===== config.mk =====
export PLATFORM = sky130hd
export DESIGN_NAME = norm_check_mem_reader
export DESIGN_NICKNAME = d
export VERILOG_FILES = /design/src/rtl/norm_check_mem_reader_pkg.sv /design/src/rtl/norm_check_rd_fifo.sv /design/src/rtl/norm_check_mem_reader.sv
export SDC_FILE = /design/constraint.sdc
export NUM_CORES = 1
export LEC_CHECK = 0
export BUFFER_PORTS_ARGS = -buffer_cell sky130_fd_sc_hd__buf_2
export CORE_MARGIN = 5
export CORE_UTILIZATION = 55
export DETAILED_ROUTE_END_ITERATION = 7
export HOLD_SLACK_MARGIN = 0.03
export PLACE_DENSITY = 0.86
export SLEW_MARGIN = 20
export SYNTH_ARGS = -nofsm -noshare
export SYNTH_HDL_FRONTEND = slang
export SYNTH_SLANG_ARGS = --single-unit

===== constraint.sdc =====
create_clock -name clk -period 3.6 [get_ports clk]
set_clock_uncertainty 0.15 [all_clocks]
set_input_delay 0.18 -clock clk [delete_from_list [all_inputs] [get_ports clk]]
set_output_delay 0.18 -clock clk [all_outputs]
set_load 0.01 [all_outputs]

===== src/rtl/norm_check_mem_reader_pkg.sv =====
// ---------------------------------------------------------------------------
// norm_check_mem_reader_pkg
// Shared definitions for the norm-check datapath: check modes, the memory
// reader FSM states, word/coefficient geometry, and a helper that turns a
// polynomial count into a word count.
// ---------------------------------------------------------------------------
package norm_check_mem_reader_pkg;

   localparam int NC_WORDS_PER_POLY = 64;
   localparam int NC_COEFF_PER_WORD = 4;
   // 15 polynomials * 64 words = 960 words, fits in 10 bits.
   localparam int NC_WORD_CNT_WIDTH = 10;

   typedef enum logic [1:0] {
      CHK_Z_BOUND   = 2'd0,
      CHK_R0_BOUND  = 2'd1,
      CHK_CT0_BOUND = 2'd2
   } chk_norm_mode_t;

   typedef enum logic [1:0] {
      CHK_IDLE   = 2'd0,
      CHK_RD_MEM = 2'd1,
      CHK_WAIT   = 2'd2,
      CHK_DONE   = 2'd3
   } chk_read_state_e;

   // Total words for a run: num_poly * 64.
   function automatic logic [NC_WORD_CNT_WIDTH-1:0] nc_total_words(input logic [3:0] num_poly);
      return {num_poly, 6'd0};
   endfunction

endpackage


===== src/rtl/norm_check_rd_fifo.sv =====
// ---------------------------------------------------------------------------
// norm_check_rd_fifo
// Two-entry FIFO with a registered head. Entry 0 (r_head) drives o_data
// directly, entry 1 (r_tail) holds the next word. Simultaneous push and pop
// keeps the count unchanged. The caller guarantees no push when full and no
// pop when empty.
//
// Ports:
//   clk, reset_n  clock, asynchronous active-low reset
//   i_clear       synchronous clear (same effect as reset)
//   i_push/i_data write one entry
//   i_pop         remove the head entry
//   o_data        head entry (stable until popped)
//   o_count       occupancy, 0..2
// ---------------------------------------------------------------------------
module norm_check_rd_fifo #(
   parameter int WIDTH = 98
) (
   input  logic             clk,
   input  logic             reset_n,
   input  logic             i_clear,
   input  logic             i_push,
   input  logic [WIDTH-1:0] i_data,
   input  logic             i_pop,
   output logic [WIDTH-1:0] o_data,
   output logic [1:0]       o_count
);

   logic [WIDTH-1:0] r_head;
   logic [WIDTH-1:0] r_tail;
   logic [1:0]       r_count;

   // NOTE: the two storage entries are reset along with the count because
   // the head register is a module output that must read zero after reset.
   always_ff @(posedge clk or negedge reset_n) begin
      if (!reset_n) begin
         r_head  <= '0;
         r_tail  <= '0;
         r_count <= 2'd0;
      end else if (i_clear) begin
         r_head  <= '0;
         r_tail  <= '0;
         r_count <= 2'd0;
      end else begin
         unique case ({i_push, i_pop})
            2'b10: begin
               if (r_count == 2'd0) r_head <= i_data;
               else                 r_tail <= i_data;
               r_count <= r_count + 2'd1;
            end
            2'b01: begin
               r_head  <= r_tail;
               r_count <= r_count - 2'd1;
            end
            2'b11: begin
               // With one entry the new word goes straight to the head;
               // with two, the tail advances and the new word refills it.
               if (r_count == 2'd1) begin
                  r_head <= i_data;
               end else begin
                  r_head <= r_tail;
                  r_tail <= i_data;
               end
            end
            default: ;
         endcase
      end
   end

   assign o_data  = r_head;
   assign o_count = r_count;

endmodule


===== src/rtl/norm_check_mem_reader.sv =====
// ---------------------------------------------------------------------------
// norm_check_mem_reader
// Walks num_poly*64 consecutive SRAM words starting at base_addr (wrapping
// modulo 2^MEM_ADDR_WIDTH), one read per cycle, and streams each 4-coefficient
// word to the norm checker over valid/ready. A 2-entry FIFO plus read-credit
// accounting absorbs backpressure. Each word carries the latched mode and
// per-polynomial / final last markers.
//
// Ports:
//   clk, reset_n            clock, asynchronous active-low reset
//   zeroize                 synchronous clear, same effect as reset
//   enable                  start pulse (sampled only when idle)
//   mode, base_addr,        run parameters, latched on start
//   num_poly
//   mem_rd_en, mem_rd_addr  SRAM read request
//   mem_rd_data             SRAM data, valid the cycle after mem_rd_en
//   coeff_valid/ready/data  output word stream, coefficient 0 in LSBs
//   coeff_mode              latched check mode
//   coeff_poly_last         word 63 of a polynomial
//   coeff_last              final word of the run
//   busy, done              FSM not idle / one-cycle end-of-run pulse
// ---------------------------------------------------------------------------
module norm_check_mem_reader
   import norm_check_mem_reader_pkg::*;
#(
   parameter int MEM_ADDR_WIDTH = 15,
   parameter int COEFF_WIDTH    = 24,
   parameter int COEFF_PER_WORD = NC_COEFF_PER_WORD,
   parameter int MEM_DATA_WIDTH = COEFF_PER_WORD * COEFF_WIDTH
) (
   input  logic                      clk,
   input  logic                      reset_n,
   input  logic                      zeroize,
   input  logic                      enable,
   input  logic [1:0]                mode,
   input  logic [MEM_ADDR_WIDTH-1:0] base_addr,
   input  logic [3:0]                num_poly,
   output logic                      mem_rd_en,
   output logic [MEM_ADDR_WIDTH-1:0] mem_rd_addr,
   input  logic [MEM_DATA_WIDTH-1:0] mem_rd_data,
   output logic                      coeff_valid,
   input  logic                      coeff_ready,
   output logic [MEM_DATA_WIDTH-1:0] coeff_data,
   output logic [1:0]                coeff_mode,
   output logic                      coeff_poly_last,
   output logic                      coeff_last,
   output logic                      busy,
   output logic                      done
);

   localparam int CW = NC_WORD_CNT_WIDTH;

   chk_read_state_e           r_state;
   chk_read_state_e           w_next_state;
   chk_norm_mode_t            r_mode;
   logic [MEM_ADDR_WIDTH-1:0] r_base;
   logic [CW-1:0]             r_total;
   logic [CW-1:0]             r_word_cnt;
   logic                      r_inflight;
   logic                      r_sb_poly_last;
   logic                      r_sb_last;

   logic                      w_start;
   logic                      w_pop;
   logic                      w_issue;
   logic                      w_last_issue;
   logic [2:0]                w_credit;
   logic [1:0]                w_fifo_count;
   logic [MEM_DATA_WIDTH+1:0] w_fifo_dout;

   assign w_start = (r_state == CHK_IDLE) && enable;
   assign w_pop   = coeff_valid && coeff_ready;

   // Occupancy the FIFO will have after this edge: words held, plus the word
   // returning from the SRAM now, minus the word leaving now. A read issued
   // this cycle lands one edge later, so issuing is safe while that is < 2.
   assign w_credit     = {1'b0, w_fifo_count} + {2'b00, r_inflight} - {2'b00, w_pop};
   assign w_issue      = (r_state == CHK_RD_MEM) && (w_credit < 3'd2);
   assign w_last_issue = w_issue && (r_word_cnt == r_total - CW'(1));

   // NOTE: state and all datapath registers use non-blocking assignments so
   // every register samples pre-edge values regardless of statement order.
   always_ff @(posedge clk or negedge reset_n) begin
      if (!reset_n)     r_state <= CHK_IDLE;
      else if (zeroize) r_state <= CHK_IDLE;
      else              r_state <= w_next_state;
   end

   // NOTE: next-state is defaulted to the current state before the case so
   // no path through this block leaves it unassigned (no latch).
   always_comb begin
      w_next_state = r_state;
      unique case (r_state)
         CHK_IDLE: begin
            if (enable) w_next_state = (num_poly == 4'd0) ? CHK_DONE : CHK_RD_MEM;
         end
         CHK_RD_MEM: begin
            if (w_last_issue) w_next_state = CHK_WAIT;
         end
         CHK_WAIT: begin
            // Leave as the final handshake completes so done lands the cycle
            // after the last coeff_valid, never alongside it.
            if (!r_inflight &&
                ((w_fifo_count == 2'd0) || ((w_fifo_count == 2'd1) && w_pop)))
               w_next_state = CHK_DONE;
         end
         CHK_DONE: w_next_state = CHK_IDLE;
         default:  w_next_state = CHK_IDLE;
      endcase
   end

   always_ff @(posedge clk or negedge reset_n) begin
      if (!reset_n) begin
         r_mode         <= CHK_Z_BOUND;
         r_base         <= '0;
         r_total        <= '0;
         r_word_cnt     <= '0;
         r_inflight     <= 1'b0;
         r_sb_poly_last <= 1'b0;
         r_sb_last      <= 1'b0;
      end else if (zeroize) begin
         r_mode         <= CHK_Z_BOUND;
         r_base         <= '0;
         r_total        <= '0;
         r_word_cnt     <= '0;
         r_inflight     <= 1'b0;
         r_sb_poly_last <= 1'b0;
         r_sb_last      <= 1'b0;
      end else begin
         if (w_start) begin
            r_mode     <= chk_norm_mode_t'(mode);
            r_base     <= base_addr;
            r_total    <= nc_total_words(num_poly);
            r_word_cnt <= '0;
         end else if (w_issue) begin
            r_word_cnt <= r_word_cnt + CW'(1);
         end
         // Sideband pipe: aligned with mem_rd_data one cycle after the read.
         r_inflight     <= w_issue;
         r_sb_poly_last <= w_issue && (r_word_cnt[5:0] == 6'(NC_WORDS_PER_POLY - 1));
         r_sb_last      <= w_last_issue;
      end
   end

   norm_check_rd_fifo #(
      .WIDTH (MEM_DATA_WIDTH + 2)
   ) u_fifo (
      .clk     (clk),
      .reset_n (reset_n),
      .i_clear (zeroize),
      .i_push  (r_inflight),
      .i_data  ({r_sb_last, r_sb_poly_last, mem_rd_data}),
      .i_pop   (w_pop),
      .o_data  (w_fifo_dout),
      .o_count (w_fifo_count)
   );

   assign mem_rd_en       = w_issue;
   assign mem_rd_addr     = r_base + MEM_ADDR_WIDTH'(r_word_cnt);
   assign coeff_valid     = (w_fifo_count != 2'd0);
   assign coeff_data      = w_fifo_dout[MEM_DATA_WIDTH-1:0];
   // Markers are qualified so a stale head never shows a marker while idle.
   assign coeff_poly_last = coeff_valid && w_fifo_dout[MEM_DATA_WIDTH];
   assign coeff_last      = coeff_valid && w_fifo_dout[MEM_DATA_WIDTH+1];
   assign coeff_mode      = r_mode;
   assign busy            = (r_state != CHK_IDLE);
   assign done            = (r_state == CHK_DONE);

endmodule


==> results.json <==
{
  "detailedPlace.worstSlack_ns": 0.3305,
  "mappedNetlistNets": 1335,
  "vias": 9774,
  "fillers": 1349,
  "timing.max_cap.violations": 0,
  "crit_type": "reg2out",
  "met1_layer_wirelength_in_the_final_routing_mm": 12.11,
  "report.final.setup_viol": 0,
  "clockBufferDepth": 3,
  "worst_ir_drop_vdd_mv": 0.4016,
  "top_level_ports": 241,
  "hold_path_depth": 4,
  "power.internal_mw": 5.350,
  "root_buffer": "clkbuf_16",
  "yosysSeqAreaShare": 0.5123,
  "layout-drive-gt1-share": 0.2091,
  "core_area_um2": 20360,
  "highest-signal-layer": "met5",
  "seq_power_share": 0.410,
  "regToRegStartpoint": "u_fifo.o_count[1]$_DFFE_PN0P_",
  "worst-endpoint-arrival_ns": 3.10,
  "hold_class": "in2reg",
  "netlist_instances": 1193,
  "crit-reg2reg-capture": "r_state[0]$_DFFE_PN0P_",
  "synth.lib_cells_used.distinct": 50,
  "worstSkewPairLatency_ns": 0.50,
  "detailroute.wirelength.met3_mm": 2.414,
  "max_clock_freq_ghz": 0.2919,
  "grt_first_pass_wirelength_mm": 52.41,
  "endpoint_kind": "primary output",
  "cts_buffers": 25,
  "timing.final.max_slew_violations": 0,
  "period_needed_ns": 3.425,
  "drt-wirelength-per-cell_um": 18.50,
  "wl_met2_mm": 16.60,
  "crit_start": "u_fifo.o_count[1]$_DFFE_PN0P_",
  "timing.reg2reg.setup_slack_ns": 0.26,
  "die_w_um": 154.2,
  "first_iter_violations": 601,
  "finalWorstSetupSlack_ns": 0.1747,
  "critical_path.max_fanout": 7,
  "powerDensity_nw_per_um2": 538.2,
  "hold-path-endpoint": "u_fifo.o_count[1]$_DFFE_PN0P_",
  "num_rows": 52,
  "detail_route.first_pass.iterations": 5,
  "avgSynthCellArea_um2": 9.581,
  "antenna_left": 0,
  "synth-warning-count": 0,
  "worst_slew_pin_slew_ns": 0.8282,
  "area.growth.synth_to_final_pct": 26.85,
  "grt_antenna_before_repair": 2,
  "synthesis.area_um2": 11430,
  "place.gp.congestion": 0.8933,
  "cts_tree": "yes",
  "groute.usage.overall": 0.2658,
  "clockPowerShare": 0.331,
  "route.detailed.vias_per_inst": 5.585,
  "critical_path.startpoint_type": "register",
  "remaining_drc_errors": 0,
  "max_slew_margin": 0.4478,
  "yosys_register_bits": 234,
  "timing.hold.ws_ns": 0.1010,
  "power.leakage_nw": 7.503,
  "cts.sinks": 234,
  "p_sw_mw": 2.454,
  "holdCritStartpoint": "coeff_ready",
  "dp.final_hpwl_mm": 18.30,
  "design.die.area_um2": 23760,
  "drt_wl_total_mm": 32.38,
  "final_core_utilization": 0.7120,
  "outcome": "completed",
  "die_height_um": 154.2,
  "timing.critical_path.required_ns": 3.27,
  "fin_crit_sh": 0.9515,
  "grt_max_degree": 102,
  "fin_nets": 1603,
  "number_of_cells_on_the_worst_reg_to_reg_path": 11,
  "cts_setup_buffers": 0,
  "portBuffers": 240,
  "grt_remaining_overflow": 0,
  "cts_max_level": 1,
  "initial_core_utilization": 0.5613,
  "final-hold-violation-count": 0,
  "setup_repair_after_global_routing_missed_its_margin": "true",
  "cts.reportedPaths.clkPinSlew_ns": 0.05,
  "grt_pass1_vias": 10486,
  "switching_share": 0.3144,
  "power_frac_comb": 0.260
}
==> layout by cell type (no fill, tap or decap), types with 19 or more instances in the layout <==
cell             n
buf_2          238
nor2_1          23
nand2_1        306
clkbuf_16       25
a21oi_1        110
o21ai_1        100
dlygate4sd3_1  152
mux2i_1         99
xnor2_1         19
dfrtp_1        234
==> repair_timing <==
action                                 in CTS  in global routing
setup endpoints to repair                   0                  2
endpoints found under the hold margin     313                  0
hold buffers                              152                  0
gates resized for setup                     0                  3
==> power groups by stage <==
stage                     combinational, mW  clock (mW)  sequential [mW]
after floorplan                        1.53           0             3.16
after global placement                 1.79           0             3.21
after detailed placement               1.84           0             3.22
after CTS                              1.98        2.62             3.18
after global routing                   2.19        2.74             3.23
final                                  2.03        2.58             3.20
==> worst max path at each step <==
stage | endpoint | slack (ns) | cells past startpoint
4_1_cts | mem_rd_en | 0.11 | 9
2_1_floorplan | r_state[0]$_DFFE_PN0P_ | 0.62 | 12
6_report | mem_rd_en | 0.17 | 9
3_3_place_gp | r_state[0]$_DFFE_PN0P_ | 0.44 | 11
5_1_grt | r_word_cnt[9]$_DFFE_PN0P_ | -0.04 | 11
3_5_place_dp | r_state[0]$_DFFE_PN0P_ | 0.33 | 11
==> flip-flops by register name, summed over array words and instances (netlist names) <==
register,flops
r_sb_poly_last,1
u_fifo.o_count,2
r_sb_last,1
coeff_mode,2
u_fifo.o_data,98
r_total,4
r_base,15
u_fifo.r_tail,98
r_word_cnt,10
r_state,2
r_inflight,1
==> synth_stat cells, drive strengths merged <==
library cell    n  area [um2]
a311oi          1       8.760
o2111ai         2       17.52
ha             18       225.2
o311ai          1       8.760
a2111oi         1       8.760
buf           128       934.6
nand3           4       20.02
and4            1       8.760
a41o            1       10.01
inv            17       63.81
nor4            3       18.77
nand4           3       18.77
o41ai           1       8.760
xor2            5       51.30
clkbuf         40       150.1
nor3            9       55.05
mux2i          99       991.0
a211o           1       8.760
a21boi          1       7.510
nand2b          4       25.02
and2            1       6.260
or4             1       7.510
a21oi         110       550.5
o41a            1       11.26
xnor2          19       166.4
o211ai          1       7.510
or3             1       6.260
a22o           18       157.7
xor3            1       23.77
o21ai         110       550.5
a21o            3       22.52
o21a            5       37.54
nand2         308        1159
nor2b           3       18.77
and3            4       25.02
nor2           25       101.4
or2             1       6.260
a211oi          3       22.52
fa              2       40.04
a31oi           2       12.51
dfrtp         234        5856
==> critical path, stage by stage, from the launching register on <==
cell and delay [ns]:
dfrtp_1 0.47, inv_1 0.10, ha_1 0.26, nand2b_1 0.29, xnor2_1 0.29, nand2_1 0.10, fa_1 0.42, xor2_2 0.41
nor2_4 0.09, buf_2 0.16
==> layout make-up <==
type | instances | area, um2 | share of cell area
clock buffer | 39 | 788.3 | 0.05437
tap | 270 | 337.8 | 0.02330
antenna | 2 | 5.005 | 0.0003452
multi-input combinational | 774 | 4473 | 0.3085
inverter | 17 | 63.81 | 0.004401
timing repair buffer | 409 | 2925 | 0.2018
clock inverter | 5 | 50.05 | 0.003452
sequential | 234 | 5856 | 0.4039
==> through the flow <==
| stage | instances | power (mW) | cell area (um2) | setup TNS [ns] |
|---|---|---|---|---|
| 6_report | 1750 | 7.804 | 14500 | 0 |
| 5_1_grt | 1749 | 8.159 | 14500 | -0.05583 |
| 4_1_cts | 1748 | 7.780 | 14470 | 0 |
| 3_5_place_dp | 1552 | 5.064 | 12110 | 0 |
| 3_3_place_gp | 1552 | 5.002 | 12110 | 0 |
| 2_1_floorplan | 1193 | 4.683 | 11430 | 0 |
==> kinds of logic after synthesis <==
| group | synth area share |
|---|---|
| multiplexers | 0.08670 |
| AO/OA/AOI/OAI | 0.1270 |
| XOR/XNOR | 0.02113 |
| AND/OR/NAND/NOR | 0.1292 |
| flip-flops | 0.5123 |
| adder cells (fa/ha/maj) | 0.02321 |
| buffers and inverters | 0.1005 |
==> routing by layer <==
metal,global-route usage,vias up
li1,-,4453
met1,0.3138,4731
met2,0.4728,479
met3,0.05593,109
met4,0.1064,2
met5,0,-
(Power assumes the default switching activity.)
